## src/rtl/uart_pkg.sv

```systemverilog
// Shared definitions for the UART transmit arbiter: FSM state type, grant index
// width, UART timing constant and the default done-timeout.
package uart_pkg;

  typedef enum logic [1:0] {
    ST_IDLE      = 2'd0,
    ST_LAUNCH    = 2'd1,
    ST_WAIT_DONE = 2'd2,
    ST_ACK       = 2'd3
  } arb_state_e;

  localparam int CLKS_PER_BIT           = 217;
  localparam int DEFAULT_TIMEOUT_CYCLES = 4096;
  localparam int GRANT_W                = 3;

  // Next requester index after idx, wrapping at num.
  function automatic logic [GRANT_W-1:0] wrap_inc(input logic [GRANT_W-1:0] idx,
                                                  input int num);
    if (int'(idx) >= num - 1) begin
      return '0;
    end
    return idx + GRANT_W'(1);
  endfunction

endpackage

```

## src/rtl/rr_arbiter.sv

```systemverilog
// Combinational round-robin winner select: the first asserted request at or
// after the pointer, scanning upward and wrapping at NUM_REQ.
module rr_arbiter
  import uart_pkg::*;
#(
  parameter int NUM_REQ = 4
) (
  input  logic [NUM_REQ-1:0] req,
  input  logic [GRANT_W-1:0] pointer,
  output logic [GRANT_W-1:0] grant_idx,
  output logic               valid
);

  logic [7:0] req_ext;
  int         pos;

  assign req_ext = 8'(req);

  // Scan from the farthest offset down so the nearest one to the pointer wins.
  always_comb begin
    grant_idx = pointer;
    valid     = 1'b0;
    pos       = 0;
    for (int i = NUM_REQ - 1; i >= 0; i--) begin
      pos = int'(pointer) + i;
      if (pos >= NUM_REQ) begin
        pos = pos - NUM_REQ;
      end
      if (req_ext[GRANT_W'(pos)]) begin
        grant_idx = GRANT_W'(pos);
        valid     = 1'b1;
      end
    end
  end

endmodule

```

## src/rtl/uart_tx_arbiter.sv

```systemverilog
// Shares one uart_tx among NUM_REQ byte requesters, round-robin, with a
// launch-to-done timeout that aborts a stuck frame.
//
// state        | meaning
// ST_IDLE      | waiting for any request; winner's byte and index latched on exit
// ST_LAUNCH    | one-cycle start strobe to uart_tx, timeout counter cleared
// ST_WAIT_DONE | waiting for end-of-frame or timeout
// ST_ACK       | acknowledge the granted requester, advance round-robin pointer
module uart_tx_arbiter
  import uart_pkg::*;
#(
  parameter int NUM_REQ        = 4,
  parameter int TIMEOUT_CYCLES = DEFAULT_TIMEOUT_CYCLES
) (
  input  logic                 i_Clock,
  input  logic                 i_Rst_n,
  input  logic [NUM_REQ-1:0]   i_Req,
  input  logic [NUM_REQ*8-1:0] i_Byte,
  output logic [NUM_REQ-1:0]   o_Ack,
  output logic                 o_TX_DV,
  output logic [7:0]           o_TX_Byte,
  input  logic                 i_TX_Done,
  output logic                 o_Busy,
  output logic [2:0]           o_Grant,
  output logic                 o_Err
);

  localparam int               CNT_W    = $clog2(TIMEOUT_CYCLES);
  localparam logic [CNT_W-1:0] CNT_LAST = CNT_W'(TIMEOUT_CYCLES - 1);

  arb_state_e         state_q, state_d;
  logic [GRANT_W-1:0] ptr_q, ptr_d;
  logic [GRANT_W-1:0] grant_q, grant_d;
  logic [7:0]         tx_byte_q, tx_byte_d;
  logic [CNT_W-1:0]   cnt_q, cnt_d;

  logic [GRANT_W-1:0] win_idx;
  logic               win_valid;
  logic [7:0]         win_byte;
  logic               timeout_hit;

  rr_arbiter #(
    .NUM_REQ (NUM_REQ)
  ) u_rr (
    .req       (i_Req),
    .pointer   (ptr_q),
    .grant_idx (win_idx),
    .valid     (win_valid)
  );

  always_comb begin
    win_byte = 8'h00;
    for (int k = 0; k < NUM_REQ; k++) begin
      if (win_idx == GRANT_W'(k)) begin
        win_byte = i_Byte[8*k +: 8];
      end
    end
  end

  always_ff @(posedge i_Clock or negedge i_Rst_n) begin
    if (!i_Rst_n) begin
      state_q   <= ST_IDLE;
      ptr_q     <= '0;
      grant_q   <= '0;
      tx_byte_q <= 8'h00;
      cnt_q     <= '0;
    end else begin
      state_q   <= state_d;
      ptr_q     <= ptr_d;
      grant_q   <= grant_d;
      tx_byte_q <= tx_byte_d;
      cnt_q     <= cnt_d;
    end
  end

  assign timeout_hit = (cnt_q == CNT_LAST);

  // A done pulse in the timeout cycle takes priority, so no error is flagged.
  always_comb begin
    state_d   = state_q;
    ptr_d     = ptr_q;
    grant_d   = grant_q;
    tx_byte_d = tx_byte_q;
    cnt_d     = cnt_q;
    o_TX_DV   = 1'b0;
    o_Err     = 1'b0;
    o_Ack     = '0;
    unique case (state_q)
      ST_IDLE: begin
        if (win_valid) begin
          grant_d   = win_idx;
          tx_byte_d = win_byte;
          state_d   = ST_LAUNCH;
        end
      end
      ST_LAUNCH: begin
        o_TX_DV = 1'b1;
        cnt_d   = '0;
        state_d = ST_WAIT_DONE;
      end
      ST_WAIT_DONE: begin
        if (i_TX_Done) begin
          state_d = ST_ACK;
        end else if (timeout_hit) begin
          o_Err   = 1'b1;
          state_d = ST_ACK;
        end else begin
          cnt_d = cnt_q + CNT_W'(1);
        end
      end
      ST_ACK: begin
        for (int k = 0; k < NUM_REQ; k++) begin
          if (grant_q == GRANT_W'(k)) begin
            o_Ack[k] = 1'b1;
          end
        end
        ptr_d   = wrap_inc(grant_q, NUM_REQ);
        state_d = ST_IDLE;
      end
      default: begin
        state_d = ST_IDLE;
      end
    endcase
  end

  assign o_Busy    = (state_q != ST_IDLE);
  assign o_Grant   = grant_q;
  assign o_TX_Byte = tx_byte_q;

endmodule

```

## config.mk

```make
export PLATFORM = sky130hd
export DESIGN_NAME = uart_tx_arbiter
export DESIGN_NICKNAME = d
export VERILOG_FILES = /design/src/rtl/uart_pkg.sv /design/src/rtl/rr_arbiter.sv /design/src/rtl/uart_tx_arbiter.sv
export SDC_FILE = /design/constraint.sdc
export NUM_CORES = 1
export LEC_CHECK = 0
export CELL_PAD_IN_SITES_DETAIL_PLACEMENT = 0
export CELL_PAD_IN_SITES_GLOBAL_PLACEMENT = 1
export CORE_MARGIN = 4
export CORE_UTILIZATION = 35
export DETAILED_ROUTE_END_ITERATION = 8
export GPL_TIMING_DRIVEN = 0
export HOLD_SLACK_MARGIN = 0.02
export PLACE_DENSITY_LB_ADDON = 0.15
export SYNTH_ARGS = -nofsm -noshare
export SYNTH_HDL_FRONTEND = slang
export SYNTH_SLANG_ARGS = --single-unit
```

## constraint.sdc

```tcl
create_clock -name i_Clock -period 3.1 [get_ports i_Clock]
set_clock_uncertainty 0.15 [all_clocks]
set_input_delay 0.62 -clock i_Clock [delete_from_list [all_inputs] [get_ports i_Clock]]
set_output_delay 0.62 -clock i_Clock [all_outputs]
set_load 0.1 [all_outputs]
```

Word-level counts from Yosys, hierarchy flattened
Cells that the tools add are included.
{"block": "op_classes", "addsub": 9, "magnitude_cmp": 9, "eq_ne": 14, "muxes": 48, "n_reduce_logical": 8}
{"operator": "8-bit two-way mux", "n": 4}
{"operator": "3-bit two-way mux", "n": 10}
{"operator": "12-bit two-way mux", "n": 2}
{"operator": "12-bit one-hot mux with 2 select lines", "n": 1}
{"operator": "1-bit two-way mux", "n": 22}
{"operator": "3-bit by 5-bit < comparator with 1-bit output (second input constant)", "n": 4}
{"operator": "12-bit by 1-bit adder with 12-bit output (second input constant)", "n": 1}
{"operator": "1-bit binary-select mux with 3-bit select", "n": 4}
{"operator": "12-bit == test (second input constant)", "n": 1}
{"operator": "3-bit by 2-bit == test with 1-bit output (second input constant)", "n": 4}
{"operator": "4-bit by 3-bit >= comparator with 1-bit output (second input constant)", "n": 3}
{"operator": "3-bit subtractor (second input constant)", "n": 4}
{"operator": "3-bit by 2-bit adder with 4-bit output (second input constant)", "n": 2}
{"operator": "2-bit one-hot mux with 4 select lines", "n": 1}
{"operator": "3-bit by 1-bit == test with 1-bit output (second input constant)", "n": 2}
{"operator": "3-bit zero test", "n": 2}
{"operator": "2-bit two-way mux", "n": 3}
{"operator": "3-bit by 1-bit adder with 4-bit output (second input constant)", "n": 1}
{"operator": "2-bit == test (second input constant)", "n": 2}
{"operator": "4-bit two-way mux", "n": 1}
{"operator": "2-bit != test (second input constant)", "n": 2}
{"operator": "2-bit AND reduction", "n": 2}
{"operator": "2-bit nonzero test", "n": 2}
{"operator": "3-bit by 1-bit adder with 3-bit output (second input constant)", "n": 1}
{"operator": "7 further kinds", "n": 7}
{"block": "word_totals", "ff_bits": 28, "out_inout_bits": 18, "word_cells": 93}

Logic depth before layout (Yosys ltp)
Gate-level depths: netlist of run 1.
{"block": "logic_depth", "word_depth": 15, "mapped_depth": 13, "ltp_nobuf": 9}

Cells and area by module
From an unflattened synthesis of run 1, not the netlist that was laid out.
{"block": "unflattened", "cells_unflattened": 186, "area_unflattened_um2": 2026.9}
{"mod": "uart_tx_arbiter", "n_inst": 1, "cells_each": 148, "area_per_inst_um2": 1690.4, "seq_area_each_um2": 700.7}
{"mod": "rr_arbiter", "n_inst": 1, "cells_each": 38, "area_per_inst_um2": 336.6, "seq_area_each_um2": 0.0}

Worst setup path after synthesis of run 1
No wires, ideal clock.
{"block": "synth_path", "path_kind": "reg2out", "start": "register grant_q[1] (netlist: o_Grant[1])", "end": "output port o_Ack[3]", "arrival_time_ps": 2148, "t_required_ps": 2330, "path_slack_ps": 182, "path_stages_with_launch": 4, "path_buffers": 0, "cell_sequence": "dfrtp_1 ha_1 ha_1 and2_1"}
{"block": "synth_via", "elab_chain_len": 3}
{"element": "start: declaration", "line": "uart_tx_arbiter.sv:33", "text": "logic [GRANT_W-1:0] grant_q, grant_d;"}
{"element": "start signal: assignment", "line": "uart_tx_arbiter.sv:70", "text": "grant_q <= grant_d;"}
{"element": "3-bit by 2-bit == test with 1-bit output", "line": "uart_tx_arbiter.sv:113", "text": "if (grant_q == GRANT_W'(k)) begin"}
{"element": "1-bit two-way mux", "line": "uart_tx_arbiter.sv:113"}
{"element": "4-bit two-way mux", "line": "uart_tx_arbiter.sv:88", "text": "unique case (state_q)"}
{"element": "end: declaration", "line": "uart_tx_arbiter.sv:19", "text": "output logic [NUM_REQ-1:0] o_Ack,"}
Every way passes these cells.

Worst setup path in the final report of run 1
{"block": "layout_path", "start": "register state_q[0]", "end": "output port o_Busy"}
{"block": "layout_via", "elab_chain_len": 1}
{"element": "start: declaration", "line": "uart_tx_arbiter.sv:31", "text": "arb_state_e state_q, state_d;"}
{"element": "start signal: assignment", "line": "uart_tx_arbiter.sv:68", "text": "state_q <= state_d;"}
{"element": "2-bit nonzero test", "line": "uart_tx_arbiter.sv:126", "text": "assign o_Busy = (state_q != ST_IDLE);"}
{"element": "end: declaration", "line": "uart_tx_arbiter.sv:23", "text": "output logic o_Busy,"}
Every way passes these cells.

==> results.md, run 1 <==
- Outcome: complete, no violations
- Path depth of the worst reg2reg path: 13
- Synth Register Bits: 28
- Clk sinks: 28
- Routed wire length: 4.45 mm
- Drt drc: 0
- Pleak: 0.00117 uW
- Largest cells by area after synthesis: dfrtp_1, mux2i_1, ha_1, nand2_1, nor2_1
- GRT Total Usage: 14.4%
- Vias post-DR: 1560
- Top cell types by occurrence after synthesis: dfrtp_1, nand2_1, nor2_1, mux2i_1, ha_1
- CP Launch Type: register
- Worst-skew pair later-pin latency: 0.28 ns
- # diodes: 0
- Library cells used by synthesis: 38
- Die Wd: around 80 um
- RSZ-0062 raised after global routing: no
- DR WL/cell: roughly 14 um
- Clk slew on worst S/H paths: 0.11 ns
- Syn Inst Count: 197
- Row Count: 26
- Rel. slew slack: 33.5%
- Total negative slack: 0 ns
- Chip Height: 81.7 um
- Die area: ~0.0067 sq mm
- Post-layout power: 2860 uW
- # Post-CTS Setup Buffers: 0
- Worst R2R End: o_TX_Byte[1]
- Worst vdd ir: 0.610 mV
- Largest area contributor in the netlist: dfrtp_1
- Final hold vios: 0
- Area growth syn-to-layout: 35.9%
- Share of layout cells above drive strength 1: about 8.3%
- First-pass GRT wire length: 7.54 mm
- Critical path class: register to output pin
- Number of synthesized flops with an enable pin: 0
- Final core occ: 49.9%
- Drt initial violations: between 60 and 70
- Worst Tran Pin Value: 0.995 ns
- Initial Util: between 30% and 40%
- Max cap viols: 0
- Antenna Nets Post-Route: 0
- First-pass iteration count of the detailed router: 4
- Total gr overflow: 0
- CTS tree: yes
- Worst Hold Class: input port to async pin
- Total CTS buffers: 3
- Post-synthesis async set-or-reset flop share: between 90% and 100%
- CP arrival: 2.25 ns
- Final #Nets: 307
- Final Setup Violations: 0
- Syn Area/Cell: 9.64 sq um
- Power Density: 1110 mW/mm^2
- Worst path required time: approximately 2.3 ns
- Fmax: between 300 and 400 MHz
- Root Buffer: clkbuf_8
- Hold buffer count at CTS: 0
- Dpl hpwl: 3.41 mm
- Crit path capture type: output pin
- CORE AREA: between 0.005 and 0.006 sq mm
- PostCTS Resize Cnt: 7
- Tcrit/Tclk final: 97.3%
- Post-synth top area share: 36.9%
- Dominant synthesized flop cell: dfrtp_1
- Post-Syn Area: 0.00190 sq mm
- Largest net degree at the start of global routing: 29
- FF-to-FF Start: ptr_q[0]
- Count leader, synth: dfrtp_1
- Final-layout fill cell count: 506
- R2R Setup Slk: between 0.2 and 0.25 ns
- Sequential-to-total area share from yosys stat: 36.9%
- Syn_nets: 249
- Ports: 57
- Initial antenna violation count: 0
- Via density: 4.81
- Min Tclk post-route: 3.02 ns
- CTS Buffer Depth: 2
- Vias in the first global route: 1649
- Max Slew Vio Count: 0
- H-tree depth: 1
- YS warnings: 0
- Port buffer count: 56
- RD Place Congestion: 0.838
- Critical path peak fanout: 4
## worst max-delay path, cell delays in order, from the launching register on
cell and delay, ns:
dfrtp_1 0.42, inv_1 0.10, ha_1 0.26, inv_1 0.06
clkdlybuf4s50_1 1.12
## area by class of cell
| class | count | area (sq um) | area share, % |
|---|---|---|---|
| Buffer | 7 | 61.3 | 2.38 |
| Clock buffer | 3 | 41.3 | 1.60 |
| Clock inverter | 1 | 30.0 | 1.16 |
| Inverter | 11 | 41.3 | 1.60 |
| Multi-Input combinational cell | 148 | 1080 | 42.0 |
| Sequential cell | 28 | 701 | 27.1 |
| Tap cell | 70 | 87.6 | 3.39 |
| Timing Repair Buffer | 56 | 534 | 20.7 |
## where the power goes
group          switching, uW  internal, uW  leakage [uW]  total (uW)
sequential               109           483      0.000365         592
clock                    125           173     0.0000357         299
combinational           1280           686      0.000768        1970
## state kept, by name, summed over array words and instances (netlist names)
register / flops
state_q: 2
o_Grant: 3
ptr_q: 3
o_TX_Byte: 8
cnt_q: 12
## layer usage
layer  global-route usage [%]  vias to the layer above  part of all wire (%)
li1                         -                      796                     -
met1                     18.4                      723                    48
met2                     24.2                       35                    45
met3                     3.40                        6                   5.6
met4                     4.15                        0                   1.3
met5                        0                        -                     0
## cells by family (layout without fill, tap and decap cells)
| group | after synthesis | in the layout | share of synthesized area (%) |
|---|---|---|---|
| AND/OR/NAND/NOR | 76 | 76 | 20.0 |
| flip-flops | 28 | 28 | 36.9 |
| AO/OA/AOI/OAI | 25 | 25 | 9.62 |
| multiplexers | 24 | 24 | 14.4 |
| buffers and inverters | 21 | 78 | 5.99 |
| adder cells (fa/ha/maj) | 13 | 13 | 8.56 |
| XOR/XNOR | 10 | 10 | 4.61 |
## stage by stage
step / hold WS, ns / setup WS, ns / instance area [sq um] / cells
global placement: 0.322 / -0.108 / 2550 / 323
global route: 0.275 / 0.0116 / 2580 / 324
finish: 0.215 / 0.0827 / 2580 / 324
detailed placement: 0.330 / -0.102 / 2550 / 323
CTS: 0.360 / 0.0000697 / 2620 / 327
floorplan: 0.174 / 0.182 / 1900 / 197
## worst max path at each step
stage               start  cells past startpoint           end
2_1_floorplan  o_Grant[1]                      3      o_Ack[3]
3_3_place_gp    i_TX_Done                      4         o_Err
3_5_place_dp    i_TX_Done                      4         o_Err
4_1_cts        state_q[0]                      4      o_Ack[1]
5_1_grt          ptr_q[0]                     13  o_TX_Byte[7]
6_report       state_q[0]                      4        o_Busy
## layout by cell type (no fill, tap or decap), drive strengths merged, types with 6 or more instances in the layout
master / Yosys / routed
nand2: 20 / 20
nand3: 7 / 7
inv: 11 / 11
o21ai: 7 / 7
dfrtp: 28 / 28
xor2: 8 / 8
clkdlybuf4s50: 0 / 50
clkbuf: 6 / 10
nor2: 20 / 20
mux2i: 19 / 19
ha: 13 / 13
nand2b: 6 / 6
o221ai: 8 / 8
Power figures use the tool's default switching activity.
==> inputs of run 2 (changes only) <==
--- a/config.mk
+++ b/config.mk
@@ -7,7 +7,7 @@
 export LEC_CHECK = 0
 export CELL_PAD_IN_SITES_DETAIL_PLACEMENT = 0
 export CELL_PAD_IN_SITES_GLOBAL_PLACEMENT = 1
-export CORE_MARGIN = 4
+export CORE_MARGIN = 5
 export CORE_UTILIZATION = 35
 export DETAILED_ROUTE_END_ITERATION = 8
 export GPL_TIMING_DRIVEN = 0
==> run 2 against run 1 <==
Effect of this change:
- routed wire length rose by 2.4%
- clock power fell by 23%
- clock-buffer cell count rose by 1
- design area fell by 0.39%
- via count barely moved
- sequential share of layout area rose by 0.11 points
- critical path type is now input port to output pin
- critical endpoint is now o_Err
- largest cell class unchanged
==> results.md, run 2 (synthesis results as in run 1) <==
- Outcome: complete, no violations
- Largest net degree at the start of global routing: 29 (unchanged)
- Finished Layout Cells: 324 (unchanged)
- Final-layout fill cell count: 519 (+2.6%)
- Pleak: 0.00117 uW (+0.15%)
- Critical path peak fanout: 2 (-2)
- GR Util met3: 3.95% (+0.55 points)
- Hold slack final: 0.202 ns (-0.0125 ns)
- Total gr overflow: 0 (unchanged)
- Net Sw Frac: 54.2% (+1.1 points)
- First-pass GRT wire length: 7.87 mm (+4.4%)
- Max Slew Vio Count: 0 (unchanged)
- Seq pwr share: 21.2% (+0.5 points)
- Clock network power share: 8.2% (-2.2 points)
- Worst-skew pair later-pin latency: 0.28 ns (about the same)
- Fmax: 338 MHz (+2.1%)
- Top reg by flops: cnt_q
- Met2 Usage GRT: 22.1% (-2.1 points)
- Clk sinks: 28 (unchanged)
- Final Setup Violations: 0 (unchanged)
- GRT Total Usage: 13.6% (-0.79 points)
- Area growth syn-to-layout: 35.4%
- Worst Hold Class: input port to async pin
- First-pass iteration count of the detailed router: 4 (unchanged)
- Sequential cell area: 701 sq um (unchanged)
- CP arrival: 2.18 ns (-0.07 ns)
- Root Buffer: clkbuf_8
- FF-to-FF Start: ptr_q[0]
- Drt drc: 0 (unchanged)
- Initial Util: 36.5% (-0.23 points)
- Antenna Nets Post-Route: 0 (unchanged)
- RD Place Congestion: 0.721 (-14%)
- GR peak layer: met2
- Final hold vios: 0 (unchanged)
- Chip Height: 83.7 um (+2.4%)
- Drt initial violations: 33 (-46%)
- Critical path class: input port to output pin
- Via density: 4.81 (about the same)
- Met1 usage: 18.2% (-0.14 points)
- Die area: 0.00700 sq mm (+5.0%)
- Logic pwr share: 70.6% (+1.8 points)
- Dpl hpwl: 3.48 mm (+2.1%)
- Worst vdd ir: 0.502 mV (-18%)
- Most frequent cells in the layout: clkdlybuf4s50_1, dfrtp_1, nor2_1, nand2_1, mux2i_1
- H-tree depth: 1 (unchanged)
- Max FFs per register: 12 (unchanged)
- Total CTS buffers: 3 (unchanged)
- DR WL/cell: 14.1 um (+2.4%)
- # Post-CTS Setup Buffers: 0 (unchanged)
- Final #Nets: 307 (unchanged)
- Inst Count DP: 323 (unchanged)
- Routed wire length: 4.56 mm (+2.4%)
- Share of layout cells above drive strength 1: 7.87% (-0.39 points)
- CP Launch Type: input port
- Initial antenna violation count: 0 (unchanged)
- Total negative slack: 0 ns (unchanged)
- Ports: 57 (unchanged)
- Rel. slew slack: 33.3% (-0.19 points)
- R2R Setup Slk: 0.19 ns (-0.02 ns)
- Worst path required time: 2.33 ns (about the same)
- CTS tree: yes
- Clk slew on worst S/H paths: 0.10 ns (about the same)
- Worst R2R End: o_TX_Byte[5]
- Switching power total: 1520 uW (about the same)
- Most common cell after layout, fill and taps aside: clkdlybuf4s50_1
- RSZ-0062 raised after global routing: no
- # diodes: 0 (unchanged)
- CORE AREA: 0.00520 sq mm (+0.63%)
- CTS Buffer Depth: 2 (unchanged)
- Worst Tran Pin Value: 0.997 ns (+0.00280 ns)
- Port buffer count: 56 (unchanged)
- Power Density: 1090 mW/mm^2 (-1.8%)
- Tcrit/Tclk final: 95.3% (-2.0 points)
- Area of the multi-input gates: 0.00108 sq mm (unchanged)
- Vias post-DR: 1559 (-0.064%)
- Pint: 1280 uW (-4.6%)
- Row Count: 26 (unchanged)
- Max cap viols: 0 (unchanged)
- Min Tclk post-route: 2.95 ns (-0.0623 ns)
- Path depth of the worst reg2reg path: 13 (unchanged)
- Die Wd: 83.7 um (+2.4%)
- Crit path capture type: output pin
- Vias in the first global route: 1619 (-1.8%)
[run 2: cell types whose count changed in the layout (fill, tap and decap cells not counted)]
cell	change
bufinv_16	-1
dlymetal6s2s_1	+1
clkbuf_2	-1
dlygate4sd2_1	+1
clkbuf_8	+1
clkdlybuf4s50_1	-1
[run 2: layout make-up]
type                    count  area share [%]
clock buffers               4            2.14
plain buffers               7            2.38
well taps                  70            3.41
repair buffers             56            21.0
inverters                  11            1.61
multi-input cells         148            42.2
flip-flops and latches     28            27.3
[run 2: worst max-delay path by stage]
stage	start	to	cells past startpoint
floorplan	o_Grant[1]	o_Ack[3]	3
global placement	i_TX_Done	o_Err	4
detailed placement	i_TX_Done	o_Err	4
CTS	state_q[0]	o_Ack[0]	4
global route	ptr_q[0]	o_TX_Byte[7]	13
finish	i_TX_Done	o_Err	4
[run 2: per-layer routing]
metal	routed length, um	vias to the layer above
li1	-	798
met1	2180	725
met2	2100	34
met3	261	2
met4	22	0
met5	0	-
[run 2: stage by stage]
step	setup slack, ns	total power, uW	instance area, sq um	util [%]
2_1_floorplan	0.182	2150	1900	-
3_3_place_gp	-0.183	2620	2550	48.9
3_5_place_dp	-0.154	2620	2550	48.9
4_1_cts	0.0149	2860	2600	50.0
5_1_grt	0.0197	3020	2570	49.4
6_report	0.145	2800	2570	49.4
[run 2: worst max-delay path: stages]
cell and delay (ns):
clkdlybuf4s50_1 0.38, nand2b_1 0.18, nor2_1 0.12, dlygate4sd2_1 0.87
[run 2: power groups by stage]
stage,logic [uW],registers (uW),clock network (uW)
after CTS,2030,585,241
after global placement,2030,585,0
after floorplan,1130,1020,0
after global routing,2150,615,257
final,1970,592,230
after detailed placement,2030,589,0
[run 2: timing repair]
action	in CTS	in global routing
resized for setup	8	4
setup endpoints to repair	5	13
hold buffers	0	0
pin swaps	0	0
cloned	0	0
